[config.mk]
export PLATFORM = sky130hd
export DESIGN_NAME = bp_inflight_queue
export DESIGN_NICKNAME = d
export VERILOG_FILES = /design/src/rtl/bp_inflight_queue_pkg.sv /design/src/rtl/bp_entry_ring.sv /design/src/rtl/bp_inflight_queue.sv
export SDC_FILE = /design/constraint.sdc
export NUM_CORES = 1
export LEC_CHECK = 0
export CORE_ASPECT_RATIO = 2
export CORE_MARGIN = 3
export CORE_UTILIZATION = 60
export CTS_CLUSTER_SIZE = 14
export DETAILED_ROUTE_END_ITERATION = 7
export DONT_BUFFER_PORTS = 1
export GPL_TIMING_DRIVEN = 0
export PLACE_DENSITY = 0.76
export SLEW_MARGIN = 20
export SYNTH_ARGS = -nofsm -noshare
export SYNTH_HDL_FRONTEND = slang
export SYNTH_SLANG_ARGS = --single-unit
[constraint.sdc]
create_clock -name clk -period 7.2 [get_ports clk]
set_input_delay 1.08 -clock clk [delete_from_list [all_inputs] [get_ports clk]]
set_output_delay 1.08 -clock clk [all_outputs]
set_load 0.02 [all_outputs]
[src/rtl/bp_inflight_queue_pkg.sv]
// Shared types for the branch-prediction in-flight queue.
// The optional BP_STATS_EN build uses sat_inc for its saturating counters.
package bp_inflight_queue_pkg;

  typedef logic [63:0] addr_t;

  // Next-pc source chosen by fetch; PCJUMP means the predictor said taken.
  typedef enum logic {
    PCPLUS4 = 1'b0,
    PCJUMP  = 1'b1
  } pcsrc_t;

  typedef struct packed {
    addr_t pc;
    addr_t target;
    logic  taken;
  } bp_entry_t;

  typedef struct packed {
    logic  valid;
    addr_t pc;
  } redirect_t;

  // Sequential fall-through pc; wraps naturally at 2^64.
  function automatic addr_t seq_pc(input addr_t pc);
    return pc + 64'd4;
  endfunction

  // 32-bit counter increment that sticks at all-ones.
  function automatic logic [31:0] sat_inc(input logic [31:0] v);
    return (v == 32'hFFFF_FFFF) ? v : v + 32'd1;
  endfunction

endpackage

[src/rtl/bp_entry_ring.sv]
// Circular buffer of in-flight predictions: storage, pointers, occupancy.
// clear empties the ring in one cycle and wins over a same-cycle push/pop.
module bp_entry_ring
  import bp_inflight_queue_pkg::*;
#(
  parameter  int DEPTH = 8,
  localparam int PTR_W = $clog2(DEPTH)
) (
  input  logic             clk,
  input  logic             reset,
  input  logic             clear,
  input  logic             push,
  input  bp_entry_t        push_entry,
  input  logic             pop,
  output bp_entry_t        head,
  output logic [PTR_W:0]   count,
  output logic             full,
  output logic             empty
);

  bp_entry_t        mem [DEPTH];
  logic [PTR_W-1:0] wr_ptr;
  logic [PTR_W-1:0] rd_ptr;

  assign head  = mem[rd_ptr];
  assign full  = (count == (PTR_W+1)'(DEPTH));
  assign empty = (count == '0);

  // Entry storage; contents are don't-care until written, so no reset.
  always_ff @(posedge clk) begin
    if (push && !clear) mem[wr_ptr] <= push_entry;
  end

  // Pointer and occupancy update; a discard aligns rd_ptr to wr_ptr.
  always_ff @(posedge clk or posedge reset) begin
    if (reset) begin
      wr_ptr <= '0;
      rd_ptr <= '0;
      count  <= '0;
    end else if (clear) begin
      rd_ptr <= wr_ptr;
      count  <= '0;
    end else begin
      if (push) wr_ptr <= wr_ptr + PTR_W'(1);
      if (pop)  rd_ptr <= rd_ptr + PTR_W'(1);
      case ({push, pop})
        2'b10:   count <= count + (PTR_W+1)'(1);
        2'b01:   count <= count - (PTR_W+1)'(1);
        default: count <= count;
      endcase
    end
  end

endmodule

[src/rtl/bp_inflight_queue.sv]
// In-order branch prediction tracking queue between fetch and commit.
// Checks each committed prediction, redirects fetch on mispredict and
// drives predictor training. Optional counters: define BP_STATS_EN.
module bp_inflight_queue
  import bp_inflight_queue_pkg::*;
#(
  parameter  int DEPTH = 8,
  localparam int PTR_W = $clog2(DEPTH)
) (
  input  logic           clk,
  input  logic           reset,
  input  logic           flush,
  input  logic           push_valid,
  output logic           push_ready,
  input  addr_t          push_pc,
  input  addr_t          push_target,
  input  logic           push_taken,
  input  logic           resolve_valid,
  input  logic           resolve_is_branch,
  input  logic           resolve_taken,
  input  addr_t          resolve_target,
  output logic           redirect_valid,
  output addr_t          redirect_pc,
  output logic           train_valid,
  output addr_t          train_pc,
  output logic           train_taken,
`ifdef BP_STATS_EN
  output logic [31:0]    stat_resolved,
  output logic [31:0]    stat_mispredict,
`endif
  output logic [PTR_W:0] count
);

  bp_entry_t head;
  bp_entry_t push_entry;
  redirect_t redirect_q;
  pcsrc_t    push_src;
  logic      full, empty;
  logic      push_fire, resolve_fire, mispredict;
  addr_t     correct_pc;

  assign push_src   = push_taken ? PCJUMP : PCPLUS4;
  assign push_entry = '{pc: push_pc, target: push_target, taken: (push_src == PCJUMP)};

  // While a redirect is out, fetch is still on the wrong path: refuse it.
  assign push_ready   = !full && !redirect_q.valid && !flush;
  assign push_fire    = push_valid && push_ready;
  assign resolve_fire = resolve_valid && !empty;

  assign mispredict = resolve_fire &&
                      ((head.taken != resolve_taken) ||
                       (resolve_taken && (head.target != resolve_target)));
  assign correct_pc = resolve_taken ? resolve_target : seq_pc(head.pc);

  // Mispredict or flush discards everything, including a same-cycle push.
  bp_entry_ring #(.DEPTH(DEPTH)) u_ring (
    .clk        (clk),
    .reset      (reset),
    .clear      (flush || mispredict),
    .push       (push_fire && !mispredict),
    .push_entry (push_entry),
    .pop        (resolve_fire && !mispredict),
    .head       (head),
    .count      (count),
    .full       (full),
    .empty      (empty)
  );

  // One-cycle redirect pulse; an external flush suppresses it.
  always_ff @(posedge clk or posedge reset) begin
    if (reset) begin
      redirect_q <= '0;
    end else begin
      redirect_q.valid <= mispredict && !flush;
      if (mispredict && !flush) redirect_q.pc <= correct_pc;
    end
  end

  assign redirect_valid = redirect_q.valid;
  assign redirect_pc    = redirect_q.pc;

  // Training is combinational in the resolve cycle; only branches train.
  always_comb begin
    train_valid = resolve_fire && resolve_is_branch;
    train_pc    = head.pc;
    train_taken = resolve_taken;
  end

`ifdef BP_STATS_EN
  // Saturating statistics; flush does not touch them.
  always_ff @(posedge clk or posedge reset) begin
    if (reset) begin
      stat_resolved   <= '0;
      stat_mispredict <= '0;
    end else begin
      if (resolve_fire && resolve_is_branch) stat_resolved <= sat_inc(stat_resolved);
      if (mispredict) stat_mispredict <= sat_inc(stat_mispredict);
    end
  end
`endif

endmodule

Word level (Yosys, flattened, before mapping). Memories as Yosys holds them, arrays and structs flattened. Cells that the tools add are included. W data, S select, Z words.

Add/sub/neg operators: 5. Equal/unequal tests: 5. Multiplexer cells: 8. Bitwise gates (word level): 1. Reduce and logical (&&, ||, !) cells: 23.

Operators by type and width (count): $add A64 B3 Y64 const B (1); $mux W64 (1); $ne A64 B64 Y1 (1); $logic_and A1 B1 Y1 (11); $pmux W4 S2 (1); $add A3 B1 Y3 const B (2); $logic_not A1 Y1 (6); $mux W3 (2); $add A4 B1 Y4 const B (1); $eq A4 B4 Y1 const B (1); $logic_not A4 Y1 (1); $mux W4 (1); $sub A4 B1 Y4 const B (1); $mux W1 (3); $reduce_bool A3 Y1 (1); $eq A2 B1 Y1 const B (1); $eq A2 B2 Y1 const B (1); $logic_or A1 B1 Y1 (2); $reduce_and A2 Y1 (1); $reduce_bool A2 Y1 (1); $ne A1 B1 Y1 (1); $not A1 Y1 (1).

Register bits after elaboration: 75. RAM bits: 1032. Output and inout port bits: 136. Logic and storage cells: 48. Memories kept: 1.

Memory list: u_ring.mem (words 8, bits a word 129, rd ports 1, clocked after Yosys merged registers in 0, write ports 1, line bp_entry_ring.sv:21) `bp_entry_t mem [DEPTH];`.

Logic depth before layout (Yosys ltp). An unclocked memory read counts as a cell.

Depth in word-level cells: 10. Depth in mapped cells: 23. Depth with buffers taken out: 17.

By module. From an unflattened synthesis, not the netlist that was laid out.

Cells, all modules: 2177. Area total of the unflattened synthesis: 44662.8 um^2.

By module, submodules not included: bp_entry_ring (instances 1, cells each 1563, area an instance 39600.5 um^2, seq. area each 31240.0 um^2); bp_inflight_queue (instances 1, cells each 614, area an instance 5062.4 um^2, seq. area each 1626.6 um^2).

Worst setup path after synthesis. OpenSTA, ideal clock, no wires.

Kind: register -> register. Start point: register u_ring.rd_ptr[0]. End point: memory u_ring.mem[6][0] in the netlist's numbering (enable). Setup time: 0.505 ns. Data arrival time: 5.884 ns. Data required time: 6.695 ns. Setup slack: 0.811 ns. Stages on the path, launching flop included: 13. Clock period less this slack: 6.389 ns. Cells stage by stage: dfrtp_1 -> buf_6 -> buf_12 -> buf_12 -> mux2_2 -> o221ai_1 -> o2111ai_1 -> or4_1 -> nor4_1 -> nand3_1 -> a21boi_0 -> buf_2 -> and4b_1.

Word-level cells in the longest chain between the ends: 10. Elaborated cells between the ends (all ways): 13. Classes of those cells: eq/ne: 2; mux: 2; reduce/logical: 8; memory: 1.

Ends and longest elaborated chain: start: declaration (line bp_entry_ring.sv:23) `logic [PTR_W-1:0] rd_ptr;`; start signal: assignment (line bp_entry_ring.sv:41) `rd_ptr <= wr_ptr;`; start signal: assignment (line bp_entry_ring.sv:45) `if (pop) rd_ptr <= rd_ptr + PTR_W'(1);`; $mem_v2 Z8 W129 (*); $ne A64 B64 Y1 (line bp_inflight_queue.sv:52) `(resolve_taken && (head.target != resolve_target)));`; $logic_and A1 B1 Y1 (line bp_inflight_queue.sv:52); $logic_or A1 B1 Y1 (*) (line bp_inflight_queue.sv:51) `((head.taken != resolve_taken) ||`; $logic_and A1 B1 Y1 (*) (line bp_inflight_queue.sv:50) `assign mispredict = resolve_fire &&`; $logic_not A1 Y1 or $logic_or A1 B1 Y1 (tied branches) (line bp_inflight_queue.sv:60, bp_inflight_queue.sv:59); $logic_and A1 B1 Y1 or $logic_not A1 Y1 (tied branches) (line bp_inflight_queue.sv:60, bp_entry_ring.sv:31); $logic_and A1 B1 Y1 (*) (line bp_entry_ring.sv:31) `if (push && !clear) mem[wr_ptr] <= push_entry;`; $mux W1 (*) (line bp_entry_ring.sv:31); $mux W1 (implied by the code) (*) (line bp_entry_ring.sv:31); end: declaration (line bp_entry_ring.sv:21).

Mark *: on every way between the ends. The rest lies on a longest branch, timed or not.

Worst setup path in the final report.
Start point: register u_ring.rd_ptr[1]. End point: memory u_ring.mem[5][40] in the netlist's numbering (enable).

The elaborated chain is that of the path after synthesis.

==> run metrics <==
Internal about 13 mW; die height between 300 and 400 µm; Comb pwr share a little under two fifths; via count approximately 25,000; share of layout cells above drive strength 1 between 20% and 30%; pre-CTS setup slack -0.972 ns; Clock Power Share between 20% and 30%; worst min path class in2async; CP Class reg2reg; fin. max-slew vios 0; area grow syn2layout 10.8%; crit path max-delay cell type nor4_2; first-pass GRT wire length between 150 and 200 mm; Finished Layout Cells approximately 3,700; Synth Flop Type edfxtp_1; cell taking the most area after synthesis edfxtp_1; CP max stage delay 0.83 ns; largest net degree at the start of global routing 43; setup ws final roughly 0.4 ns; met3 Resource Use GR between 10% and 20%; cell area after synthesis between 40,000 and 50,000 µm²; met2 usage in global routing between 50 and 60%; Final Core Density just under 70%; Core Box Area 75,300 µm²; Clock Skew about 0.034 ns; Syn Area/Cell approximately 18 µm²; H-Tree Level Count 3; drc violations 0; Worst-Margin Slew between 1 and 1.5 ns; # rows 142; Synth Register Bits 1,107; dpl cell area roughly 48,000 µm²; Yosys Warn Count 0; Clk Latency, worst-skew pair slightly below 0.7 ns; die area 79,900 µm²; post-route ant nets 0; initial antenna violation count 12; r2r setup slk 0.40 ns; Initial Util between 60% and 70%; fmax approximately 0.15 GHz; clk sink count roughly 1,100; top-count cell post-synth edfxtp_1; CTS Root Cell clkbuf_16; Slew HR 13.2%; maximum vdd drop roughly 0.00028 V; top cells by area, synth edfxtp_1, mux4_2, dfrtp_1, mux2i_1, nand2_1; library cells used by synthesis 81; CP Launch Type register; CTS Buf Count 95; final WL 138 mm; CTS tree yes; outcome completed; port bufs 0; share of power burned in registers 39.7%; delay-heaviest family, CP buffers and inverters; met1 Use GR between 30% and 40%; CP cell instances buf_4 -> nor2b_1 -> clkbuf_1 -> clkbuf_1 -> a22oi_1 -> a21o_1 -> a21oi_1 -> nand4_1 -> nor4_2 -> nand3_1 -> a21boi_0 -> buf_2 -> and4b_4 -> buf_12 -> buf_16 -> buf_12; DR vias/cell about 7; Final Hold Vio Count 0; min Tclk post-route 6.80 ns; gr busiest metal met2; die width between 200 and 250 µm; RePlAce Congestion 0.998; Post-Syn Instances 2,479; top cells by count, synth edfxtp_1, nand2_1, mux2i_1, mux4_2, dfrtp_1; CP Buf/Inv Count 7; WP data required 7.55 ns; register area share after synthesis between 70% and 80%; CP arrival between 7 and 8 ns; total grt overflow 0; Critical R2R Capture u_ring.mem[5][40]$_DFFE_PP_; DR pass1 iterations 8; PD cells 408 nW/µm²; initial drt markers approximately 3,000; Post-synth EDFFs 1,032; switch share between 30% and 40%; Post-synth ARST share 6.78%; post-synth top area share around two thirds; placed cell count between 3,000 and 4,000; Post-CTS Setup Bufs 0; crit path capture type register; Top Ports between 300 and 400; number of global-route vias before repair approximately 26,000; CP max FO 33; Finished Cell Area 50,700 µm²; fin crit share a little over nine tenths; clock buffer depth 3; clock-pin slew on the worst setup and hold paths approximately 0.070 ns; Synth Net Count about 2,700; final net count 2,812; Leak about 17 nW; Final HPWL DP roughly 100 mm; overall routing resource usage 34.8%; unrepaired setup endpoints after global routing false; Final Setup Violations 0; routed len/inst 37.4 µm; R2R cell count 16; FF-to-FF Start u_ring.rd_ptr[1]$_DFFE_PP0P_; net switching power roughly 7.6 mW; Max Cap Viol 0
-- worst max-delay path by stage --
stage | start | end | cells after the start
finish | u_ring.rd_ptr[1]$_DFFE_PP0P_ | u_ring.mem[5][40]$_DFFE_PP_ | 16
global route | u_ring.rd_ptr[1]$_DFFE_PP0P_ | u_ring.mem[5][40]$_DFFE_PP_ | 16
CTS | u_ring.rd_ptr[2]$_DFFE_PP0P_ | redirect_pc[32]$_DFFE_PP0P_ | 16
detailed placement | u_ring.rd_ptr[2]$_DFFE_PP0P_ | redirect_pc[32]$_DFFE_PP0P_ | 17
global placement | u_ring.rd_ptr[1]$_DFFE_PP0P_ | u_ring.mem[0][59]$_DFFE_PP_ | 13
floorplan | u_ring.rd_ptr[0]$_DFFE_PP0P_ | u_ring.mem[6][0]$_DFFE_PP_ | 12
-- layout by cell type (no fill, tap or decap), types with 27 or more instances in the layout --
cell type / instances
buf_2: 29
a22oi_1: 49
dfrtp_1: 75
mux2_2: 56
mux2i_1: 178
mux2_4: 46
nor2_1: 28
clkbuf_1: 50
nand3_1: 47
xor2_1: 27
mux4_2: 178
edfxtp_1: 1032
a21oi_1: 30
xnor2_1: 58
o21ai_0: 58
nand2_1: 220
clkbuf_16: 98
-- repair_timing --
item | in CTS | in global routing
cloned | 0 | 0
resized for setup | 2 | 0
hold buffers | 0 | 0
setup endpoints to repair | 23 | 2
-- metrics by stage --
step                      TNS (ns)  hold WS [ns]  total power [mW]
after floorplan                  0         0.600              13.2
after global placement    -4223.07         0.613              15.7
after detailed placement    -11.77         0.622              15.9
after CTS                        0         0.327              20.7
after global routing             0         0.391              21.3
final                            0         0.372              20.7
-- sequential cells by signal, summed over array words and instances (netlist names) --
register        cells
redirect_valid      1
u_ring.mem       1032
u_ring.count        4
u_ring.wr_ptr       3
u_ring.rd_ptr       3
redirect_pc        64
-- final cells by class --
| class | instances | area, µm² |
|---|---|---|
| sequential | 1107 | 32900 |
| fill | 4950 | 24600 |
| multi-input combinational | 1229 | 11900 |
| clock buffer | 137 | 2640 |
| tap | 1008 | 1260 |
| buffer | 116 | 997 |
| timing repair buffer | 32 | 761 |
| clock inverter | 27 | 216 |
| inverter | 24 | 92.6 |
| antenna | 14 | 35.0 |
-- worst register-to-register path: cells and delay by family, from the launching register on --
kind / cells / cell delay, ns
flops: 1 / 0.43
buf+inv: 7 / 2.44
compound gates: 4 / 1.33
simple gates: 5 / 2.22
-- power by group through the flow --
| stage | Sequential (mW) | Combinational (mW) | Clock, mW |
|---|---|---|---|
| after CTS | 8.20 | 7.57 | 4.88 |
| after global routing | 8.26 | 7.89 | 5.12 |
| after detailed placement | 8.33 | 7.55 | 0 |
| after floorplan | 8.23 | 4.96 | 0 |
| final | 8.22 | 7.64 | 4.85 |
| after global placement | 8.42 | 7.32 | 0 |
-- routing by layer --
layer	wire (µm)	part of all wire (%)	up-vias
met2	65900	48	1674
met5	23	0.017	-
met3	19800	14	409
li1	-	-	10200
met1	41700	30	12900
met4	10700	7.7	4
-- logic make-up (layout without fill, tap and decap cells) --
kind of cell,Yosys count,after routing,synth area share (%)
mux,462,462,15.8
compound gates,232,232,3.37
fa+ha+maj,7,7,0.208
other cells,0,14,0
flops,1107,1107,71.8
simple gates,443,443,4.86
xor+xnor,85,85,1.63
buf+inv,143,336,2.39
Power figures use the tool's default switching activity.
